File: src/rtl/storage_ctrl_pkg.sv
// storage_ctrl_pkg: shared types, defaults and helpers for storage_ctrl_v2.
package storage_ctrl_pkg;

  // Controller states
  typedef enum logic [2:0] {
    ST_IDLE,
    ST_SRAM_RD,
    ST_RMW_RD,
    ST_RMW_WR,
    ST_EXT_REQ,
    ST_EXT_WAIT,
    ST_RESP,
    ST_PROG
  } state_e;

  // Where the response data comes from while in RESP
  typedef enum logic [1:0] {
    SRC_ZERO,
    SRC_SRAM,
    SRC_EXT
  } rsp_src_e;

  // First byte address that no longer maps to the on-chip SRAM
  localparam logic [31:0] SRAM_LIMIT_DEF = 32'h0000_2000;

  // Byte-lane merge: enabled lanes from new_w, the rest from old_w
  function automatic logic [31:0] merge_bytes(input logic [31:0] new_w,
                                              input logic [31:0] old_w,
                                              input logic [3:0]  be);
    logic [31:0] res;
    res = old_w;
    for (int b = 0; b < 4; b++) begin
      if (be[b]) res[8*b +: 8] = new_w[8*b +: 8];
    end
    return res;
  endfunction

endpackage

File: src/rtl/storage_ctrl_v2_ext_port.sv
// storage_ext_port: wishbone strobe/stall/ack handshake towards the SPI flash
// engine, read-data capture, and the optional access timeout.
// Optional feature macro: STORAGE_CTRL_V2_TIMEOUT_EN (adds the timeout counter).
module storage_ext_port #(
  parameter int TIMEOUT_CYC = 1024
) (
  input  logic        clk,
  input  logic        rst,
  input  logic        in_req_i,
  input  logic        in_wait_i,
  input  logic        wb_stall_i,
  input  logic        wb_ack_i,
  input  logic [31:0] wb_rdata_i,
  output logic        wb_stb_o,
  output logic        issued_o,
  output logic        acked_o,
  output logic        timeout_o,
  output logic [31:0] rdata_o
);

  logic [31:0] rdata_q, rdata_d;

  // Strobe follows the controller state directly, so it is state-driven only
  assign wb_stb_o = in_req_i;
  assign issued_o = in_req_i && !wb_stall_i;
  assign acked_o  = in_wait_i && wb_ack_i;
  assign rdata_o  = rdata_q;

  // Hold the last acknowledged read word for the response cycle
  always_comb begin
    rdata_d = rdata_q;
    if (acked_o) rdata_d = wb_rdata_i;
  end

  // Read-data register
  always_ff @(posedge clk) begin
    if (!rst) rdata_q <= '0;
    else      rdata_q <= rdata_d;
  end

`ifdef STORAGE_CTRL_V2_TIMEOUT_EN
  localparam int CW = $clog2(TIMEOUT_CYC + 1);
  logic [CW-1:0] cnt_q, cnt_d;
  logic          busy;

  assign busy = in_req_i || in_wait_i;

  // Count cycles spent in the external phases; restart whenever idle
  always_comb begin
    cnt_d = '0;
    if (busy) cnt_d = cnt_q + 1'b1;
  end

  // Timeout counter register
  always_ff @(posedge clk) begin
    if (!rst) cnt_q <= '0;
    else      cnt_q <= cnt_d;
  end

  // Last allowed cycle: the controller leaves for RESP on the next edge
  assign timeout_o = busy && (cnt_q == CW'(TIMEOUT_CYC - 1));
`else
  assign timeout_o = 1'b0;
`endif

endmodule

File: src/rtl/storage_ctrl_v2.sv
// storage_ctrl_v2: request front end for on-chip SRAM (with byte-enable
// read-modify-write) and external SPI flash via a wishbone engine, plus a
// programming-mode pad mux. Optional macro STORAGE_CTRL_V2_TIMEOUT_EN enables
// the external-access timeout.
module storage_ctrl_v2
  import storage_ctrl_pkg::*;
#(
  parameter int          SRAM_AW     = 11,
  parameter logic [31:0] SRAM_LIMIT  = SRAM_LIMIT_DEF,
  parameter int          EXT_AW      = 22,
  parameter int          TIMEOUT_CYC = 1024
) (
  input  logic               clk,
  input  logic               rst,
  input  logic               req_valid,
  output logic               req_ready,
  input  logic               req_we,
  input  logic [31:0]        req_addr,
  input  logic [31:0]        req_wdata,
  input  logic [3:0]         req_be,
  output logic               rsp_valid,
  output logic [31:0]        rsp_rdata,
  output logic               rsp_err,
  input  logic               prog_set,
  input  logic               prog_clr,
  output logic               prog_active,
  output logic               sram_cen_n,
  output logic               sram_wen_n,
  output logic [SRAM_AW-1:0] sram_a,
  output logic [31:0]        sram_d,
  input  logic [31:0]        sram_q,
  output logic               wb_stb,
  output logic               wb_we,
  output logic [EXT_AW-1:0]  wb_addr,
  input  logic               wb_stall,
  input  logic               wb_ack,
  input  logic [31:0]        wb_rdata,
  output logic               ext_cs_n,
  output logic               ext_sck,
  output logic               ext_mosi,
  input  logic               ext_miso,
  input  logic               pgm_cs_n,
  input  logic               pgm_sck,
  input  logic               pgm_mosi,
  output logic               pgm_miso,
  input  logic               eng_cs_n,
  input  logic               eng_sck,
  input  logic               eng_mosi,
  output logic               eng_miso
);

  state_e            state_q, state_d;
  rsp_src_e          src_q, src_d;
  logic [EXT_AW-1:0] addr_q, addr_d;
  logic [31:0]       wdata_q, wdata_d;
  logic [3:0]        be_q, be_d;
  logic              err_q, err_d;
  logic              prog_pend_q, prog_pend_d;

  logic              ext_issued, ext_acked, ext_timeout;
  logic [31:0]       ext_rdata;

  storage_ext_port #(
    .TIMEOUT_CYC (TIMEOUT_CYC)
  ) u_ext_port (
    .clk        (clk),
    .rst        (rst),
    .in_req_i   (state_q == ST_EXT_REQ),
    .in_wait_i  (state_q == ST_EXT_WAIT),
    .wb_stall_i (wb_stall),
    .wb_ack_i   (wb_ack),
    .wb_rdata_i (wb_rdata),
    .wb_stb_o   (wb_stb),
    .issued_o   (ext_issued),
    .acked_o    (ext_acked),
    .timeout_o  (ext_timeout),
    .rdata_o    (ext_rdata)
  );

  // Next-state logic; prog_set is remembered so an in-flight access finishes first
  always_comb begin
    state_d     = state_q;
    src_d       = src_q;
    addr_d      = addr_q;
    wdata_d     = wdata_q;
    be_d        = be_q;
    err_d       = err_q;
    prog_pend_d = prog_pend_q | prog_set;

    case (state_q)
      ST_IDLE: begin
        if (req_valid) begin
          addr_d  = req_addr[EXT_AW-1:0];
          wdata_d = req_wdata;
          be_d    = req_be;
          err_d   = 1'b0;
          src_d   = SRC_ZERO;
          if (req_addr < SRAM_LIMIT) begin
            if (!req_we)               state_d = ST_SRAM_RD;
            else if (req_be == 4'hF)   state_d = ST_RMW_WR;
            else if (req_be == 4'h0)   state_d = ST_RESP;
            else                       state_d = ST_RMW_RD;
          end else if (req_we) begin
            // Flash is read-only through this path
            err_d   = 1'b1;
            state_d = ST_RESP;
          end else begin
            state_d = ST_EXT_REQ;
          end
        end else if (prog_pend_q || prog_set) begin
          prog_pend_d = 1'b0;
          state_d     = ST_PROG;
        end
      end
      ST_SRAM_RD: begin
        src_d   = SRC_SRAM;
        state_d = ST_RESP;
      end
      ST_RMW_RD:  state_d = ST_RMW_WR;
      ST_RMW_WR:  state_d = ST_RESP;
      ST_EXT_REQ: begin
        if (ext_timeout) begin
          err_d   = 1'b1;
          src_d   = SRC_ZERO;
          state_d = ST_RESP;
        end else if (ext_issued) begin
          state_d = ST_EXT_WAIT;
        end
      end
      ST_EXT_WAIT: begin
        if (ext_acked) begin
          src_d   = SRC_EXT;
          state_d = ST_RESP;
        end else if (ext_timeout) begin
          err_d   = 1'b1;
          src_d   = SRC_ZERO;
          state_d = ST_RESP;
        end
      end
      ST_RESP: begin
        if (prog_pend_q || prog_set) begin
          prog_pend_d = 1'b0;
          state_d     = ST_PROG;
        end else begin
          state_d = ST_IDLE;
        end
      end
      ST_PROG: begin
        prog_pend_d = 1'b0;
        if (prog_clr) state_d = ST_IDLE;
      end
      default: state_d = ST_IDLE;
    endcase
  end

  // State and captured-request registers
  always_ff @(posedge clk) begin
    if (!rst) begin
      state_q     <= ST_IDLE;
      src_q       <= SRC_ZERO;
      addr_q      <= '0;
      wdata_q     <= '0;
      be_q        <= '0;
      err_q       <= 1'b0;
      prog_pend_q <= 1'b0;
    end else begin
      state_q     <= state_d;
      src_q       <= src_d;
      addr_q      <= addr_d;
      wdata_q     <= wdata_d;
      be_q        <= be_d;
      err_q       <= err_d;
      prog_pend_q <= prog_pend_d;
    end
  end

  // Handshake and response outputs decoded from registered state
  always_comb begin
    req_ready = rst && (state_q == ST_IDLE);
    rsp_valid = (state_q == ST_RESP);
    rsp_err   = (state_q == ST_RESP) && err_q;
    rsp_rdata = '0;
    if (state_q == ST_RESP) begin
      case (src_q)
        SRC_SRAM: rsp_rdata = sram_q;
        SRC_EXT:  rsp_rdata = ext_rdata;
        default:  rsp_rdata = '0;
      endcase
    end
    prog_active = (state_q == ST_PROG);
  end

  // SRAM strobes; the merged word is written in one cycle so a reset never splits it
  always_comb begin
    sram_cen_n = !((state_q == ST_SRAM_RD) || (state_q == ST_RMW_RD) ||
                   (state_q == ST_RMW_WR));
    sram_wen_n = (state_q != ST_RMW_WR);
    sram_a     = addr_q[SRAM_AW+1:2];
    sram_d     = merge_bytes(wdata_q, sram_q, be_q);
    wb_we      = 1'b0;
    wb_addr    = addr_q;
  end

  // SPI pad ownership: programming pins in PROG, the flash engine otherwise
  always_comb begin
    ext_cs_n = prog_active ? pgm_cs_n : eng_cs_n;
    ext_sck  = prog_active ? pgm_sck  : eng_sck;
    ext_mosi = prog_active ? pgm_mosi : eng_mosi;
    pgm_miso = prog_active ? ext_miso : 1'b0;
    eng_miso = prog_active ? 1'b0     : ext_miso;
  end

endmodule

File: config.mk
export PLATFORM = sky130hd
export DESIGN_NAME = storage_ctrl_v2
export DESIGN_NICKNAME = d
export VERILOG_FILES = /design/src/rtl/storage_ctrl_pkg.sv /design/src/rtl/storage_ctrl_v2_ext_port.sv /design/src/rtl/storage_ctrl_v2.sv
export SDC_FILE = /design/constraint.sdc
export NUM_CORES = 1
export LEC_CHECK = 0
export ABC_AREA = 1
export BUFFER_PORTS_ARGS = -buffer_cell sky130_fd_sc_hd__buf_2
export CORE_ASPECT_RATIO = 0.9
export CORE_MARGIN = 3
export CORE_UTILIZATION = 34
export CTS_BUF_LIST = sky130_fd_sc_hd__clkbuf_8
export DETAILED_ROUTE_END_ITERATION = 16
export HOLD_SLACK_MARGIN = 0.05
export PLACE_DENSITY = 0.62
export SYNTH_ARGS = -nofsm -noshare
export SYNTH_HDL_FRONTEND = slang
export SYNTH_SLANG_ARGS = --single-unit
File: constraint.sdc
create_clock -name clk -period 2 [get_ports clk]
set_input_delay 0.1 -clock clk [delete_from_list [all_inputs] [get_ports clk]]
set_output_delay 0.1 -clock clk [all_outputs]
set_load 0.005 [all_outputs]
# Word-level counts from Yosys, hierarchy flattened
# Index checks and enable logic that the tools add are counted.
# totals
register_bits,97
inputBits,147
output_inout_bits,110
# classes
order_cmp,1
eq_ne,16
n_mux,31
bitwise_logic,1
reduce_logical,16
# op_table
operator,n
32-bit one-hot mux with 2 select lines,1
32-bit by 14-bit < comparator with 1-bit output (second input constant),1
32-bit 2-to-1 mux,1
8-bit 2-to-1 mux,4
3-bit 2-to-1 mux,10
3-bit one-hot mux with 7 select lines,1
3-bit equality test (second input constant),4
1-bit 2-to-1 mux,9
2-bit != test (second input constant),4
3-bit by 2-bit equality test with 1-bit output (second input constant),2
2-bit 2-to-1 mux,3
2-bit one-hot mux with 3 select lines,1
4-bit equality test (second input constant),1
1-bit logical AND,4
4-bit zero test,1
4-bit AND reduction,1
3-bit by 1-bit equality test with 1-bit output (second input constant),1
3-bit zero test,1
1-bit logical OR,3
3-bit by 2-bit != test with 1-bit output (second input constant),1
3-bit != test (second input constant),1
1-bit one-hot mux with 3 select lines,1
3-bit AND reduction,1
3-bit nonzero test,1
6 further kinds,7

# Longest topological paths before layout
# Gate-level depths: netlist of the first run.
# depth
ltp_word,7
depth_mapped,10
depth_no_buf,9

# By module
# Synthesis of the first run repeated with hierarchy kept, for this count alone.
# hier_totals
cells_unflattened,770
area_unflattened_um2,5058.6
# by_module_without_submodules
module,n_inst,cells_per_inst,area_per_inst_um2,seq_area_each_um2
storage_ctrl_v2,1,561,3707.3,1301.2
storage_ext_port,1,209,1351.3,640.6

# Worst setup path before layout of the first run
# OpenSTA, ideal clock, no wires.
# synth_timing
kind,register to output
from,register state_q[1]
to,output rsp_rdata[12]
t_arrival_ps,1296
t_required_ps,1900
slack_ps,604
path_stages_with_launch,8
n_path_buf,2
path_cell_list,dfxtp_1 nand2_2 nor2_4 inv_2 or2_1 buf_6 buf_12 a21oi_2
# synth_via
elab_chain_cells,2
# synth_rtl
element,line_no,text
"start, declared",storage_ctrl_v2.sv:52,"state_e state_q, state_d;"
"start signal, assigned",storage_ctrl_v2.sv:167,state_q <= state_d;
3-bit equality test,-,
net rsp_valid,storage_ctrl_v2.sv:21,"output logic rsp_valid,"
32-bit 2-to-1 mux,storage_ctrl_v2.sv:183,if (state_q == ST_RESP) begin
"end, declared",storage_ctrl_v2.sv:22,"output logic [31:0] rsp_rdata,"
# The timed path passes the listed nets, and every way through them passes these cells.

# Worst setup path in the final report of the first run
# layout_timing
from,register src_q[0]
to,output rsp_rdata[16]
# layout_via
elab_chain_cells,3
elab_cells_between_ends,4
cone_classes,eq/ne: 2; mux: 2
# layout_rtl
element,line_no,text
"start, declared",storage_ctrl_v2.sv:53,"rsp_src_e src_q, src_d;"
"start signal, assigned",storage_ctrl_v2.sv:168,src_q <= src_d;
2-bit equality test / 2-bit by 1-bit equality test with 1-bit output (equally long branches),storage_ctrl_v2.sv:184,case (src_q)
32-bit one-hot mux with 2 select lines (*),storage_ctrl_v2.sv:184,
32-bit 2-to-1 mux (*),storage_ctrl_v2.sv:183,
# Every way passes the cells marked *; elsewhere a longest branch is shown, timed or not.

==> results.md, run 1 <==
Critical path:
- The nature of the critical path endpoint is a primary output.
- STA puts the critical path data arrival time at 1.78 ns.
- On the worst path, the slowest cell contributes a delay of approximately 0.36 ns.
- The element type at the critical path start is a register.
- The data required time of the critical path is about 1.9 ns.
- The slowest cell on the critical path is dfxtp_2.
- The number of buffers and inverters on the critical path is 3.
- The critical path is of the reg2out type.
- Traced cell by cell, the critical path runs through inv_1 > ha_1 > or2_4 > buf_12 > a21oi_2 > buf_2.
- The top cell family by delay on the critical path is flip-flops.
- The maximum fanout encountered on the critical timing path is 17.

Power and ir drop:
- The cell leakage power is 3.25 nW.
- The total power after layout is just over 6 mW.
- The clock group share of total power is 20.1%.
- Net switching is 36.8% of the power.
- In this run, flip-flops and latches consume 42.2% of the power.
- The reported net switching power is between 2 and 2.5 mW.
- The maximum vdd drop is approximately 0.74 mV.
- The internal power summed over all cells is 3.83 mW.
- The portion of total power attributed to combinational logic is a little under two fifths.
- The total power per unit cell area is ~840 nW/µm².

Routing:
- The number of remaining DRC errors is 0.
- The detailed-route via count is roughly 5.6k.
- For this block, wires on met1 add up to 7.59 mm.
- After detailed routing, the met2 layer carries roughly 7.8 mm of wire.
- The iteration-0 DRC count of the detailed router is roughly 240.
- The remaining number of nets flagged by the antenna check after routing is 0.
- The highest signal layer in the routed design is met5.
- The overall routed net length is 16.8 mm.
- The length of routed met3 wiring is 1.21 mm.
- The routed via count divided by cell count is 4.64.
- The number of optimization iterations in the first detailed-route pass is 6.
- In the final routed layout, each cell accounts on average for 14.0 µm.

Synth:
- The sequential area share after synthesis is 40.2%.
- A synthesized cell averages a little under 7 µm².
- The netlist uses 28 different library cells.
- After synthesis the netlist holds a flip-flop and latch count of 97.
- The synthesized area is 4830 µm².
- Yosys printed 0 warnings.
- The instance count of the mapped netlist is just under 700.
- The post-synth net total is between 800 and 900.

Timing:
- The accumulated negative setup slack is 0 ns.
- Setup repair after global routing left no endpoint under its margin.
- The largest clock skew in the final design is 0.00850 ns.
- Setup violations remaining at the end of the flow were counted as 0.
- The post-route minimum period is around 1.9 ns.
- Derived from the worst setup path, the maximum achievable clock frequency is 532 MHz.
- The final hold violation count came to 0.
- The final count of pins violating max slew is 0.
- The final critical-path share of the clock period is 93.9%.

Global route:
- The overall global routing resource usage is a little over a fifth.
- The first-pass GRT wire length is approximately 27 mm.
- The number of global-route vias before repair is ~5.4k.
- Entering global routing, the biggest net connects 43 pins.
- The initial antenna violation count came to 1.
- The total global routing overflow is 0.

Cells and area:
- In the layout the commonest cells are 255 x buf_2, 165 x nand2_1, 94 x o21ai_0, 94 x dfxtp_1, 88 x dlygate4sd3_1.
- The fraction of layout instances using a drive strength above 1 is 32.6%.
- The most common library cell in the layout ignoring fill and taps is buf_2.
- The area growth from synthesis to layout is 49.6%.
- 0 antenna diodes ended up in the layout.
- In the final design database the tool counted 1155 nets.
- The count of fill cells added during filler insertion is 1348.

Placement:
- The weighted congestion at the end of routability-driven global placement is a little under 0.9.
- Port buffering added 255 buffers.
- The wire-length estimate of the detail-placed layout is between 10 and 15 mm.

Clock network:
- For the worst-skew pair, the clock arrives at the later sink with an insertion delay of about 0.37 ns.
- After clock tree synthesis, the setup repair step added 0 buffers.
- The number of buffers inserted during clock tree synthesis is 9.
- The largest buffer count on any clock path is 2.
- The clock tree from TritonCTS is done.
- The register clock-pin slew on the reported worst setup and hold paths is about 0.090 ns.
- CTS saw slightly below 100 sinks.
- The cell chosen for the clock root is clkbuf_8.
- CTS built an H-tree with a depth of 3.

Hold path:
- The worst hold path belongs to the class in2reg.

Floorplan:
- The initial utilization of the core area, before any placement, comes to about 35%.
- The height of the chip is 119 µm.
- The row count is 40.
- The placeable core area is between 10000 and 15000 µm².
- The floorplan step defined a die boundary enclosing ~16000 µm².
- The floorplan step set the die width to between 100 and 150 µm.
- In this run the count of I/O pins placed on the die edge is ~260.

Outcome:
- The run finished with clean final reports.

Job:
- The max-cap check violation count is 0.
-- cell type report --
cell class | count | area [µm²] | area share [%]
Timing Repair Buffer | 359 | 2310 | 32.1
Inverter | 52 | 195 | 2.70
Sequential cell | 97 | 1950 | 27.0
Clock inverter | 6 | 53.8 | 0.745
Multi-Input combinational cell | 487 | 2350 | 32.5
Tap cell | 189 | 236 | 3.28
Clock buffer | 9 | 124 | 1.72
-- tightest hold or removal path, cell delays in order --
cell	delay (ns)
buf_2	0.07
o21ai_0	0.10
a21oi_1	0.13
-- cells in the mapped netlist --
| cell | number | area (µm²) |
|---|---|---|
| clkbuf_1 | 28 | 105 |
| buf_6 | 2 | 22.5 |
| inv_1 | 48 | 180 |
| nand4_1 | 2 | 12.5 |
| a21oi_1 | 76 | 380 |
| o21ai_0 | 94 | 470 |
| or2_0 | 1 | 6.26 |
| nor3_1 | 1 | 5.00 |
| dfxtp_1 | 97 | 1940 |
| conb_1 | 1 | 3.75 |
| a21oi_2 | 28 | 245 |
| buf_4 | 19 | 143 |
| nor2_1 | 66 | 248 |
| inv_2 | 4 | 15.0 |
| nor2_2 | 2 | 12.5 |
| nand3_1 | 38 | 190 |
| buf_12 | 3 | 60.1 |
| or2_1 | 1 | 6.26 |
| o211ai_1 | 1 | 7.51 |
| nand3b_1 | 1 | 7.51 |
| buf_2 | 6 | 30.0 |
| buf_1 | 1 | 3.75 |
| nor2_4 | 3 | 33.8 |
| nand2_2 | 2 | 12.5 |
| nand2_1 | 165 | 619 |
| a21oi_4 | 2 | 32.5 |
| a211oi_1 | 1 | 7.51 |
| ha_1 | 2 | 25.0 |
-- routing by layer --
metal  global-route usage (%)  vias to the layer above
met4                     4.53                        2
li1                         -                     2856
met3                     6.88                       13
met5                        0                        -
met1                     25.4                     2499
met2                     35.9                      192
-- cell families (layout without fill, tap and decap cells) --
| group | Yosys count | count (layout) | share of synthesized area, % |
|---|---|---|---|
| flip-flops | 97 | 97 | 40.2 |
| AO/OA/AOI/OAI | 202 | 202 | 23.7 |
| other | 1 | 1 | 0.0777 |
| adder cells (fa/ha/maj) | 2 | 2 | 0.518 |
| buffers and inverters | 111 | 426 | 11.6 |
| AND/OR/NAND/NOR | 282 | 282 | 23.9 |
-- path summary, 6_finish.rpt --
check / start / end / slack (ns) / depth (start not counted)
setup / recovery: src_q[0] / rsp_rdata[16] / 0.12 / 6
hold / removal: req_wdata[11] / wdata_q[11] / 0.07 / 3
setup reg to reg: state_q[0] / wdata_q[16] / 0.25 / 7
hold reg to reg: wdata_q[12] / wdata_q[12] / 0.45 / 2
-- per-stage QoR --
stage               util [%]  instance area (µm²)  hold slack, ns  worst slack (ns)  std cells
detailed placement      44.9                 6110           0.331             0.286       1096
floorplan                  -                 4830           0.235             0.604        695
global route            53.0                 7220          0.0678            0.0444       1199
global placement        44.9                 6110           0.326             0.317       1096
finish                  53.0                 7220          0.0734             0.121       1199
CTS                     52.7                 7180          0.0526          0.000423       1199
-- state kept, by name (all words and copies together) (netlist names) --
name                cells
prog_pend_q             1
be_q                    4
wb_addr                22
err_q                   1
state_q                 3
wdata_q                32
u_ext_port.rdata_o     32
src_q                   2
-- what timing repair did --
| item | in CTS | in global routing |
|---|---|---|
| endpoints found under the setup margin | 32 | 16 |
| hold buffers | 88 | 0 |
| hold endpoints to repair | 88 | 0 |
| resized for setup | 5 | 9 |
-- power by group through the flow --
| stage | clock network (mW) | registers [mW] | logic, mW |
|---|---|---|---|
| 6_report | 1.22 | 2.55 | 2.28 |
| 5_1_grt | 1.34 | 2.60 | 2.58 |
| 4_1_cts | 1.27 | 2.54 | 2.29 |
| 3_5_place_dp | 0 | 2.57 | 2.14 |
| 3_3_place_gp | 0 | 2.57 | 2.13 |
| 2_1_floorplan | 0 | 2.54 | 1.41 |
Power figures use the tool's default switching activity.
==> run 2, diff against run 1 <==
Settings changed: BUFFER_PORTS_ARGS -buffer_cell sky130_fd_sc_hd__buf_2 to -buffer_cell sky130_fd_sc_hd__clkbuf_2.
==> results.md, run 2 (synthesis results as in run 1) <==
Placement:
- Detailed placement finished with a half-perimeter wire length of roughly 12 mm.
- The number of placed instances, taps included, is approximately 1.1k.
- OpenSTA, run right after detailed placement, puts the worst setup slack at 0.241 ns.
- The weighted congestion at the end of routability-driven global placement is just under 0.9.
- The number of port buffers is about 260.
- The standard cell area after detailed placement is 6130 µm².

Power and ir drop:
- Cell internal power was estimated by the tool at 4.02 mW.
- The maximum vdd drop is between 0.6 and 0.7 mV.
- The reported net switching power is 2.27 mW.
- The total power per unit cell area is slightly below 900 nW/µm².
- The clock group share of total power is 22.7%.
- The total power after layout is approximately 6.3 mW.
- The portion of total power attributed to combinational logic is approximately 37%.
- The cell leakage power is between 3 and 4 nW.
- The switching power as a share of total power is a little over a third.
- The portion of total power attributed to sequential cells is slightly above 40%.

Critical path:
- The maximum cell stage delay along the critical path is roughly 0.35 ns.
- The maximum fanout encountered on the critical timing path is 17.
- The slowest cell on the critical path is dfxtp_2.
- The worst setup path is captured at a primary output.
- STA puts the critical path data required time at between 1.5 and 2 ns.
- The worst endpoint data arrival time is 1.80 ns.
- The element type at the critical path start is a register.
- Walking the worst path, the cells encountered are inv_1 > ha_1 > or2_4 > buf_12 > a21oi_2 > clkbuf_2.
- The type of the worst setup path is reg2out.

Timing:
- Dividing the final minimum period by the clock period gives a little over nine tenths.
- On the final layout, the worst clock skew is ~0.0058 ns.
- Setup violations remaining at the end of the flow were counted as 0.
- In the final timing run, aggregate negative setup slack is 0 ns.
- The tightest slew margin relative to the limit is 63.4%.
- Setup repair after global routing left no endpoint under its margin.
- The transition at the pin with the smallest max-transition slack is around 0.55 ns.
- Hold is met by around 0.078 ns.
- Static timing analysis puts the maximum clock frequency at 525 MHz.
- The post-route minimum period is 1.90 ns.
- The final hold violation count is 0.
- The worst-case setup margin in the final layout is around 0.095 ns.
- The final count of pins violating max slew is 0.

Routing:
- The detailed router finished its first iteration with approximately 210 violations.
- In this run the remaining antenna-violating nets after routing total 0.
- The average wire per cell in the routed design is ~14 µm.
- The routed layout has approximately 5.5k vias.
- The number of remaining DRC errors is 0.
- Dividing the detail-routed via count by the number of cells gives 4.62.
- The first detailed-routing pass ran for 4 iterations.
- Summed over all layers, the routed wires come to approximately 17 mm.

Floorplan:
- The row count is 40.
- The horizontal die dimension is approximately 130 µm.
- Once the floorplan was initialized, standard cells occupied ~35% of the core.
- Pin placement for this block handled 257 I/O pins.
- The area of the die is approximately 16000 µm².
- The height of the chip is 119 µm.
- The placeable core area is 13600 µm².

Clock network:
- The level count of the clock H-tree is 3.
- After clock tree synthesis, the clock-pin slew on the worst setup and hold paths is ~0.090 ns.
- The cell chosen for the clock root is clkbuf_8.
- The clock net in this run drives a total of between 90 and 100 sinks.
- At the later pin of the worst-skew pair, clock insertion delay measures 0.38 ns.
- The clock passes through at most 2 buffers.
- TritonCTS built the clock tree.
- The number of buffers inserted during clock tree synthesis is 9.

Cells and area:
- The net count of the finished layout is 1156.
- The utilization after layout is 53.4%.
- The most common library cell in the layout ignoring fill and taps is clkbuf_2.
- The post-route standard cell area excluding fillers is between 7000 and 8000 µm².
- From synthesis to final layout, the design area changed by 50.5%.
- The top cell types in the final layout, fill and taps aside, are 255 x clkbuf_2, 165 x nand2_1, 94 x o21ai_0, 94 x dfxtp_1, 88 x dlygate4sd3_1.
- The count of antenna diodes in the layout is 0.
- Fill cells in the final layout number around 1.4k.
- After the flow finishes, the layout carries non-filler instances totaling roughly 1.2k.
- The fraction of layout instances using a drive strength above 1 is between 30% and 40%.

Outcome:
- The flow ran to the end, and the final reports show no timing, DRC or antenna violations.

Global route:
- The first-pass GRT wire length is about 27 mm.
- The overall global routing resource usage is 20.9%.
- The number of global-route vias before repair is ~5.4k.
- The initial antenna violation count is 0.
- The largest net degree at the start of global routing is 44.
- The total global routing overflow is 0.

Job:
- The max-cap check violation count is 0.

Hold path:
- The min-delay analysis places its worst path in the category in2reg.
==> run 2: changes by cell type in the layout (fill, tap and decap cells not counted), sizes merged <==
cell,delta
buf,-254
bufinv,+1
clkbuf,+256
clkinv,+1
clkinvlp,-1
inv,-2
==> run 2: what timing repair did <==
action / CTS / global route
buffers inserted: 0 / 0
pin swaps: 0 / 0
endpoints found under the hold margin: 88 / 0
gates resized for setup: 7 / 4
hold buffers: 88 / 0
setup endpoints to repair: 32 / 32
==> run 2: path summary, 6_finish.rpt <==
kind / slack, ns / cells after the start / end / start
max: 0.1 / 6 / rsp_rdata[0] / src_q[0]
min: 0.08 / 3 / be_q[2] / req_be[2]
max reg2reg: 0.34 / 7 / wdata_q[27] / state_q[2]
min reg2reg: 0.45 / 2 / wdata_q[30] / wdata_q[30]
==> run 2: power by group through the flow <==
stage / combinational, mW / sequential (mW) / clock, mW
2_1_floorplan: 1.41 / 2.54 / 0
3_3_place_gp: 2.17 / 2.56 / 0
3_5_place_dp: 2.18 / 2.56 / 0
4_1_cts: 2.33 / 2.53 / 1.48
5_1_grt: 2.62 / 2.59 / 1.55
6_report: 2.32 / 2.54 / 1.43
==> run 2: layout make-up <==
cell class	instances	area (µm²)	share of cell area (%)
clock buffer	10	138	1.89
clock inverter	5	81.3	1.12
sequential	97	1950	26.8
multi-input combinational	487	2340	32.2
tap	189	236	3.25
inverter	52	195	2.69
timing repair buffer	360	2330	32.1
==> run 2: metal layers <==
metal / GRT usage [%] / wire length (µm) / vias up
met5: 0 / 0 / -
met4: 4.59 / 184 / 0
met3: 6.71 / 1210 / 14
met2: 36.2 / 7920 / 193
met1: 25.3 / 7270 / 2476
li1: - / - / 2862
==> run 2: worst max-delay path, delay by kind of cell, from the launching register on <==
kind	cells	cell delay (ns)
buffers and inverters	3	0.36
flip-flops	1	0.35
adder cells (fa/ha/maj)	1	0.28
AND/OR/NAND/NOR	1	0.28
AO/OA/AOI/OAI	1	0.15
